`src/rtl/clear_global_lvl_states_pkg.sv`:
```
// Shared level-state layout and walker state encodings.
// Used by the backtrack-level search and the clear walker.
package clear_global_lvl_states_pkg;

  localparam int LVL_W       = 16;
  localparam int BIN_ID_W    = 10;
  localparam int LVL_STATE_W = 11;
  localparam int LS_ADDR_W   = 9;

  // {dcd_bin, has_bkt}
  localparam int HAS_BKT_BIT = 0;
  localparam int DCD_BIN_LSB = 1;

  typedef enum logic [1:0] {
    ST_IDLE,
    ST_CLEAR,
    ST_DRAIN,
    ST_DONE
  } clr_state_e;

endpackage

```
`src/rtl/clear_global_lvl_states_lvl_rd_pipe.sv`:
```
// Two-stage valid/address delay line for level-state BRAM walkers.
// Stage 1 is the registered read address; stage 2 lines up with read data.
module lvl_rd_pipe #(
  parameter int AW = 9
) (
  input  logic          clk,
  input  logic          rst,
  input  logic          issue_vld,
  input  logic [AW-1:0] issue_addr,
  output logic [AW-1:0] rd_addr,
  output logic          vld,
  output logic [AW-1:0] addr
);

  logic s1_vld;

  always_ff @(posedge clk) begin
    if (!rst) begin
      s1_vld  <= 1'b0;
      rd_addr <= '0;
      vld     <= 1'b0;
      addr    <= '0;
    end else begin
      s1_vld <= issue_vld;
      if (issue_vld) rd_addr <= issue_addr;
      vld  <= s1_vld;
      addr <= rd_addr;
    end
  end

endmodule

```
`src/rtl/clear_global_lvl_states.sv`:
```
// Global-backtrack cleanup: zeroes level states cur..bkt+1, counts has_bkt.
// Optional trace: define CLEAR_LVL_STATES_DEBUG_EN.
module clear_global_lvl_states
  import clear_global_lvl_states_pkg::*;
#(
  parameter int WIDTH_LVL             = LVL_W,
  parameter int WIDTH_BIN_ID          = BIN_ID_W,
  parameter int WIDTH_LVL_STATES      = LVL_STATE_W,
  parameter int ADDR_WIDTH_LVL_STATES = LS_ADDR_W
) (
  input  logic                             clk,
  input  logic                             rst,
  input  logic                             start_clear,
  output logic                             apply_clear_o,
  output logic                             done_clear,
  input  logic [WIDTH_LVL-1:0]             cur_lvl_i,
  input  logic [WIDTH_LVL-1:0]             bkt_lvl_i,
  input  logic [WIDTH_BIN_ID-1:0]          bkt_bin_i,
  output logic [WIDTH_LVL-1:0]             cur_lvl_o,
  output logic [WIDTH_BIN_ID-1:0]          cur_bin_o,
  output logic [WIDTH_LVL-1:0]             n_marked_o,
  output logic [ADDR_WIDTH_LVL_STATES-1:0] ram_raddr_ls_o,
  input  logic [WIDTH_LVL_STATES-1:0]      ram_rdata_ls_i,
  output logic                             ram_we_ls_o,
  output logic [ADDR_WIDTH_LVL_STATES-1:0] ram_waddr_ls_o,
  output logic [WIDTH_LVL_STATES-1:0]      ram_wdata_ls_o
);

  localparam int AW = ADDR_WIDTH_LVL_STATES;

  clr_state_e state;

  logic [WIDTH_LVL-1:0]    cur_q;
  logic [WIDTH_LVL-1:0]    bkt_q;
  logic [WIDTH_BIN_ID-1:0] bin_q;
  logic [WIDTH_LVL-1:0]    ptr;
  logic                    drain_cnt;
  logic                    done_d;

  logic          issue_vld;
  logic [AW-1:0] issue_addr;
  logic          pipe_vld;
  logic [AW-1:0] pipe_addr;
  logic          has_bkt;
  logic          unused_dcd_bin;

  assign has_bkt = ram_rdata_ls_i[HAS_BKT_BIT];
  assign unused_dcd_bin =
    ^ram_rdata_ls_i[WIDTH_LVL_STATES-1:DCD_BIN_LSB];

  // First address goes out on the accepting edge itself.
  always_comb begin
    issue_vld  = 1'b0;
    issue_addr = '0;
    unique case (1'b1)
      (state == ST_IDLE) && start_clear &&
      (cur_lvl_i > bkt_lvl_i): begin
        issue_vld  = 1'b1;
        issue_addr = cur_lvl_i[AW-1:0];
      end
      (state == ST_CLEAR): begin
        issue_vld  = 1'b1;
        issue_addr = ptr[AW-1:0];
      end
      default: ;
    endcase
  end

  lvl_rd_pipe #(.AW(AW)) u_pipe (
    .clk        (clk),
    .rst        (rst),
    .issue_vld  (issue_vld),
    .issue_addr (issue_addr),
    .rd_addr    (ram_raddr_ls_o),
    .vld        (pipe_vld),
    .addr       (pipe_addr)
  );

  always_ff @(posedge clk) begin
    if (!rst) begin
      state          <= ST_IDLE;
      cur_q          <= '0;
      bkt_q          <= '0;
      bin_q          <= '0;
      ptr            <= '0;
      drain_cnt      <= 1'b0;
      done_d         <= 1'b0;
      done_clear     <= 1'b0;
      apply_clear_o  <= 1'b0;
      cur_lvl_o      <= '0;
      cur_bin_o      <= '0;
      n_marked_o     <= '0;
      ram_we_ls_o    <= 1'b0;
      ram_waddr_ls_o <= '0;
      ram_wdata_ls_o <= '0;
    end else begin
      ram_we_ls_o    <= pipe_vld;
      ram_waddr_ls_o <= pipe_addr;
      ram_wdata_ls_o <= '0;
      if (pipe_vld && has_bkt && !(&n_marked_o))
        n_marked_o <= n_marked_o + WIDTH_LVL'(1);
      done_d     <= (state == ST_DONE);
      done_clear <= done_d;
      case (state)
        ST_IDLE: begin
          if (start_clear) begin
            cur_q         <= cur_lvl_i;
            bkt_q         <= bkt_lvl_i;
            bin_q         <= bkt_bin_i;
            n_marked_o    <= '0;
            apply_clear_o <= 1'b1;
            drain_cnt     <= 1'b0;
            ptr           <= cur_lvl_i - WIDTH_LVL'(1);
            if (cur_lvl_i <= bkt_lvl_i)
              state <= ST_DONE;
            else if (cur_lvl_i == bkt_lvl_i + WIDTH_LVL'(1))
              state <= ST_DRAIN;
            else
              state <= ST_CLEAR;
          end
        end
        ST_CLEAR: begin
          ptr <= ptr - WIDTH_LVL'(1);
          if (ptr == bkt_q + WIDTH_LVL'(1)) state <= ST_DRAIN;
        end
        ST_DRAIN: begin
          drain_cnt <= 1'b1;
          if (drain_cnt) state <= ST_DONE;
        end
        ST_DONE: begin
          state         <= ST_IDLE;
          apply_clear_o <= 1'b0;
          cur_lvl_o     <= (cur_q > bkt_q) ? bkt_q : cur_q;
          cur_bin_o     <= bin_q;
        end
        default: state <= ST_IDLE;
      endcase
    end
  end

`ifdef CLEAR_LVL_STATES_DEBUG_EN
  always @(posedge clk) begin
    if (apply_clear_o)
      $display("clr st=%s ra=%0d rd=%h wa=%0d nm=%0d",
               state.name(), ram_raddr_ls_o, ram_rdata_ls_i,
               ram_waddr_ls_o, n_marked_o);
  end
`endif

endmodule

```
`config.mk`:
```
export PLATFORM = sky130hd
export DESIGN_NAME = clear_global_lvl_states
export DESIGN_NICKNAME = d
export VERILOG_FILES = /design/src/rtl/clear_global_lvl_states_pkg.sv /design/src/rtl/clear_global_lvl_states_lvl_rd_pipe.sv /design/src/rtl/clear_global_lvl_states.sv
export SDC_FILE = /design/constraint.sdc
export NUM_CORES = 1
export LEC_CHECK = 0
export ABC_AREA = 1
export CORE_MARGIN = 2
export CORE_UTILIZATION = 40
export CTS_CLUSTER_SIZE = 14
export DETAILED_ROUTE_END_ITERATION = 8
export GPL_TIMING_DRIVEN = 0
export PLACE_DENSITY = 0.64
export SLEW_MARGIN = 20
export SYNTH_ARGS = -nofsm -noshare
export SYNTH_HDL_FRONTEND = slang
export SYNTH_SLANG_ARGS = --single-unit
```
`constraint.sdc`:
```
create_clock -name clk -period 2.5 [get_ports clk]
set_clock_uncertainty 0.05 [all_clocks]
set_input_delay 0.75 -clock clk [delete_from_list [all_inputs] [get_ports clk]]
set_output_delay 0.75 -clock clk [all_outputs]
set_load 0.01 [all_outputs]
```
==> results of run 1 <==
## through the flow
step / TNS [ps] / hold slack (ps) / util [%]
floorplan: 0 / 340.5 / -
global placement: -18600 / 346.7 / 48.74
detailed placement: -19580 / 350.2 / 48.74
CTS: 0 / 364.0 / 52.09
global route: 0 / 377.0 / 52.05
finish: 0 / 361.9 / 52.05
## registers in the layout, summed over array words and instances (netlist names), 10 cells and up
name        count
bin_q          10
bkt_q          16
cur_bin_o      10
cur_lvl_o      16
cur_q          16
n_marked_o     16
ptr            16
## metal layers
| metal | routed length [um] | GRT usage, % | up-vias |
|---|---|---|---|
| met1 | 9920 | 28.08 | 3411 |
| li1 | - | - | 3952 |
| met5 | 0 | 0 | - |
| met2 | 9881 | 35.61 | 181 |
| met4 | 336 | 6.670 | 0 |
| met3 | 1285 | 4.896 | 27 |
## cell families after synthesis
kind of cell,share of synthesized area [%]
AND/OR/NAND/NOR,29.83
buffers and inverters,10.69
AO/OA/AOI/OAI,13.10
flip-flops,35.20
adder cells (fa/ha/maj),6.470
XOR/XNOR,4.529
other,0.04848
multiplexers,0.1294
## critical path: cells and delay by family
family,cells,cell delay [ps]
AOI/OAI and AO/OA,1,260
buffers and inverters,3,550
and+or+nand+nor,7,830
adders and majority gates,1,290
## cell type report
class                           instances  area (um^2)  share of cell area [%]
Clock inverter                         14        148.9                   1.519
Clock buffer                           18        439.2                   4.480
Sequential cell                       136         2723                   27.78
Inverter                              154        583.1                   5.948
Timing Repair inverter                  1        8.758                 0.08935
Multi-Input combinational cell        831         4317                   44.04
Tap cell                              260        325.3                   3.319
Timing Repair Buffer                  109         1015                   10.35
Buffer                                 47        242.7                   2.476
## final timing paths
path	start	end	cells after the start
max	bkt_lvl_i[13]	u_pipe.rd_addr[6]	12
min	u_pipe.s1_vld	u_pipe.vld	2
max reg2reg	state[1]	ptr[14]	15
min reg2reg	u_pipe.s1_vld	u_pipe.vld	2
## repair_timing
action / CTS / global route
pin swaps: 3 / 4
setup endpoints to repair: 14 / 64
setup buffers: 1 / 0
cloned: 2 / 0
gates resized for setup: 47 / 40
## cells in the final DEF, fill, tap and decap left out, types with 4 or more instances in the layout
master	synthesis	layout
xnor2_1	14	14
nand3_1	74	70
clkbuf_1	30	27
nand2_1	309	307
dfxtp_1	136	136
clkdlybuf4s15_1	0	6
o211ai_1	4	4
a211oi_1	6	6
ha_1	40	39
nand3_2	3	6
buf_4	12	13
nand3b_1	5	5
clkbuf_2	0	13
clkbuf_16	0	17
a21oi_1	68	67
nor2_4	2	4
buf_2	4	4
conb_1	1	11
clkdlybuf4s50_1	0	76
nor3_1	11	9
o21bai_1	13	13
clkinvlp_4	0	4
nand4_1	7	7
nor2_1	127	126
o21ai_0	81	80
xor2_1	26	26
clkinv_4	0	4
inv_1	150	150
dlygate4sd2_1	0	13
nor2_2	8	8
## synthesized netlist by cell type, drive strengths merged
library cell / instances / area [um^2]
xnor2: 14 / 122.6
nor2: 137 / 549.3
conb: 1 / 3.750
nand3b: 5 / 37.54
clkbuf: 30 / 112.6
nand3: 77 / 400.4
o21bai: 13 / 97.59
ha: 40 / 500.5
a21oi: 68 / 340.3
buf: 19 / 136.4
xor2: 26 / 227.7
nand4: 8 / 56.30
o21a: 2 / 15.01
o211ai: 4 / 30.03
o21ai: 87 / 446.7
mux2i: 1 / 10.01
nor3b: 2 / 20.02
o221ai: 3 / 26.28
nand2: 310 / 1166
a211oi: 6 / 45.04
dfxtp: 136 / 2723
clkinv: 3 / 11.26
a31oi: 2 / 12.51
or2: 2 / 12.51
nor3: 12 / 65.06
inv: 151 / 566.8
## report_power, final
part	leakage [nW]	internal (mW)	total (mW)	switching [mW]
logic	3.22	1.41	3.73	2.32
registers	1.11	2.67	3.04	0.365
clock network	0.279	1.50	2.48	0.977
==> results.txt, run 1 <==
Status - finished, final reports clean
Max-slew violations - 0
Clock latency at the later pin of the worst-skew pair - 420 ps
Max Root-Sink Buffers - 2
Via count - 7571
CP dominant cell by count - nand2_1
Port buffer count - 108
Synthesized flop and latch total - 136
Nets - 1393
Die X - 143.1 um
DRC violations left - 0
Synth warn - 0
Worst-path clk slew - 60 ps
Area Growth Syn to Fin - 26.72%
Ant. Diodes - 0
Tot Pwr - 9.246 mW
Vias in the first global route - 7119
Pre-CTS setup slack - -1119 ps
FP Rows - 50
R2R Setup Slk - 180 ps
Placed instance area - 9179 um^2
Max Cap Viol - 0
Gr usage total - 21.60%
Post-synthesis sequential area ratio - 35.20%
Clock root buffer - clkbuf_16
Final setup fails - 0
Post-route insts no fill - 1570
Full die area - 20470 um^2
Post-layout min period - 2408 ps
Netlist cell types - 39
Vias/cell - 4.822
Fin worst setup slack - 92.37 ps
Slew margin rel. - 57.21%
CP required - 2770 ps
Total gr overflow - 0
DRT iter0 DRCs - 418
Fmax achieved - 415.3 MHz
Hold_buf cts - 0
Placed insts - 1537
Syn_area_per_cell - 6.674 um^2
Post-Syn Area - 7735 um^2
Fin. Hold Viols - 0
CTS buffer count - 17
DPL Wire Length - 16.98 mm
TritonCTS clock tree - yes
Post-Syn Instances - 1159
Remaining antenna violation count - 0
WL final - 21.42 mm
Leak - 4.608 nW
Initial antenna violation count - 0
Clock sink count - 136
Gpl congestion - 0.9015
Critical path arrival - 2680 ps
Worst-path fanout max - 5
Worst Setup Path Type - primary input to flip-flop
Final period util - 96.31%
Largest net degree at the start of global routing - 17
Least-Margin Pin Slew - 641.9 ps
Critical-path cell list - dlygate4sd2_1 > inv_1 > ha_1 > nand2_1 > nor3_4 > nand2_1 > nand2_1 > nand3_4 > o21ai_4 > clkinv_4 > nand2_1 > nand2_1
Worst VDD drop - 429.2 uV
Detailed Routing Iterations Pass 1 - 5
H-tree levels - 4
Share of post-route cells with drive strength above 1 - 7.786%
Worst min path class - flip-flop to flip-flop
Starting Density - 41.08%
Global-route wire length before repair - 34.78 mm
CP max stage cell - dlygate4sd2_1
CP max stage delay - 350 ps
Post-route cell area - 9802 um^2
WL per Instance - 13.65 um
Crit. End Element - flip-flop
I/O Pins - 130
Core area - 18830 um^2
Layout fillers - 1935
Pwr Density - 943.2 nW/um^2
Startpoint types - primary input
Die extent in y - 143.1 um
RSZ-0062 raised after global routing - no
(Power assumes the default switching activity.)
==> run 2: changes to the inputs <==
==> constraint.sdc (replaced) <==
create_clock -name clk -period 2.9 [get_ports clk]
set_clock_uncertainty 0.05 [all_clocks]
set_input_delay 0.87 -clock clk [delete_from_list [all_inputs] [get_ports clk]]
set_output_delay 0.87 -clock clk [all_outputs]
set_load 0.01 [all_outputs]
==> run 2 against run 1 <==
Compared with the run above: combinational power down 15%; critical path type unchanged; sequential share of layout area down 0.27 points; register-to-register slack improved by 120 ps; hold slack better by 0.86 ps; die area did not move; setup slack better by 34 ps; count of clock-buffer cells in the layout did not move; first-iteration DRC count rose by 5.7%; critical path depth increased by 1; largest power group unchanged; sequential power shrank 14%.
==> results.txt, run 2 (synthesis gave the netlist of run 1 again) <==
Worst min path class - flip-flop to flip-flop
Max Root-Sink Buffers - 2 (unchanged)
Final period util - 95.64%
Total gr overflow - 0 (unchanged)
Crit path from - cur_lvl_i[13]
Clock root buffer - clkbuf_16
Setup TNS Final - 0 ps (unchanged)
Least-Margin Pin Slew - 617.0 ps (-24.83 ps)
H-tree levels - 4 (unchanged)
Area Growth Syn to Fin - 27.98%
CP dominant cell by count - nand2_1
FF-to-FF Start - state[1]
Fmax achieved - 360.5 MHz
Via count - 7615 (+0.58%)
Most frequent cells in the layout - nand2_1, inv_1, dfxtp_1, nor2_1, clkdlybuf4s50_1
Leak - 4.823 nW (+4.7%)
Starting Density - 41.08% (unchanged)
Core area - 18830 um^2 (unchanged)
Clock latency at the later pin of the worst-skew pair - 420 ps (about the same)
Pwr Density - 801.3 nW/um^2 (-15%)
Worst-path clk slew - 60 ps (about the same)
Die extent in y - 143.1 um (unchanged)
Gr usage total - 21.58% (about the same)
RSZ-0062 raised after global routing - no
DRT iter0 DRCs - 442 (+5.7%)
Gpl congestion - 0.9015 (unchanged)
WL per Instance - 13.63 um (-0.14%)
Max Cap Viol - 0 (unchanged)
Fin. Hold Viols - 0 (unchanged)
Most common cell after layout, fill and taps aside - nand2_1
DRC violations left - 0 (unchanged)
Remaining antenna violation count - 0 (unchanged)
Fin worst setup slack - 126.3 ps (+33.97 ps)
Hold_sp - u_pipe.s1_vld
Port buffer count - 108 (unchanged)
Initial antenna violation count - 0 (unchanged)
Slew margin rel. - 58.86% (+1.7 points)
Final setup fails - 0 (unchanged)
Full die area - 20470 um^2 (unchanged)
Post-layout min period - 2774 ps
Layout fillers - 1923 (-0.62%)
Detailed Routing Iterations Pass 1 - 6 (+1)
CP required - 3220 ps (+450 ps)
Max-slew violations - 0 (unchanged)
Worst Setup Path Type - primary input to flip-flop
Share of post-route cells with drive strength above 1 - 6.326% (-1.5 points)
CP max stage cell - clkdlybuf4s50_1
Crit. End Element - flip-flop
Tot Pwr - 7.932 mW (-14%)
Pre-CTS setup slack - -838.6 ps (+280.0 ps)
CP max stage delay - 550 ps (+200 ps)
Die X - 143.1 um (unchanged)
Vias in the first global route - 7087 (-0.45%)
DPL Wire Length - 16.98 mm (unchanged)
TritonCTS clock tree - yes
Worst VDD drop - 368.8 uV (-14%)
Nets - 1395 (+0.14%)
Critical path arrival - 3090 ps (+410 ps)
Largest net degree at the start of global routing - 17 (unchanged)
Global-route wire length before repair - 34.73 mm (-0.12%)
FP Rows - 50 (unchanged)
Worst-path fanout max - 4 (-1)
Critical-path cell list - clkdlybuf4s50_1 > ha_1 > nand2_1 > nor3_4 > nand2_1 > nand2_1 > nand3_2 > nor2_4 > buf_4 > nand2_1 > nand2_1 > nand2_1 > nand2_1
Vias/cell - 4.844 (+0.45%)
Ant. Diodes - 0 (unchanged)
I/O Pins - 130 (unchanged)
Startpoint types - primary input
Clock sink count - 136 (unchanged)
WL final - 21.42 mm (about the same)
Status - finished, final reports clean
CTS buffer count - 17 (unchanged)
-- run 2: changes by cell type in the layout (fill, tap and decap cells not counted), sizes merged, moves of 5 or more --
| cell | delta |
|---|---|
| dlygate4sd2 | -13 |
| clkdlybuf4s50 | +5 |
| clkbuf | -10 |
| dlymetal6s2s | +26 |
| clkdlybuf4s15 | -6 |
-- run 2: final cells by class --
type | count | area, um^2 | share of cell area, %
multi-input combinational | 830 | 4267 | 43.10
inverter | 154 | 579.3 | 5.852
timing repair inverter | 1 | 5.005 | 0.05056
buffer | 49 | 249.0 | 2.515
timing repair buffer | 110 | 1164 | 11.75
clock buffer | 18 | 439.2 | 4.436
sequential | 136 | 2723 | 27.50
clock inverter | 14 | 148.9 | 1.504
tap | 260 | 325.3 | 3.286
-- run 2: power by group --
part           total, mW  internal (mW)  switching, mW
combinational       3.18           1.21           1.96
sequential          2.62           2.31          0.315
clock               2.14           1.29          0.844
total               7.93           4.81           3.12
-- run 2: metrics by stage --
stage	std cells	utilization, %	cell area (um^2)	hold WS (ps)
6_report	1572	52.57	9899	362.8
5_1_grt	1572	52.57	9899	377.0
4_1_cts	1570	52.03	9798	364.0
3_5_place_dp	1537	48.74	9179	350.2
3_3_place_gp	1537	48.74	9179	346.7
2_1_floorplan	1169	-	7772	340.5
-- run 2: critical path, delay by kind of cell --
kind	cells	cell delay [ps]
buffers and inverters	2	690
adder cells (fa/ha/maj)	1	370
AND/OR/NAND/NOR	10	1140
-- run 2: final timing paths --
kind	to	slack (ps)	cells after the start
worst max-delay path	u_pipe.rd_addr[7]	130	13
worst min-delay path	u_pipe.vld	360	2
worst max register to register	ptr[14]	300	15
worst min register to register	u_pipe.vld	360	2
-- run 2: routing by layer --
metal	track usage, %	share of wire, %
met1	28.20	47
met2	35.68	46
met3	4.628	5.8
met4	6.462	1.4
met5	0	0
-- run 2: timing repair --
action | 4_1_cts | 5_1_grt
hold buffers | 0 | 0
buffers inserted | 0 | 2
setup endpoints to repair | 10 | 12
pin swaps | 1 | 1
cloned | 1 | 0
gates resized for setup | 8 | 31
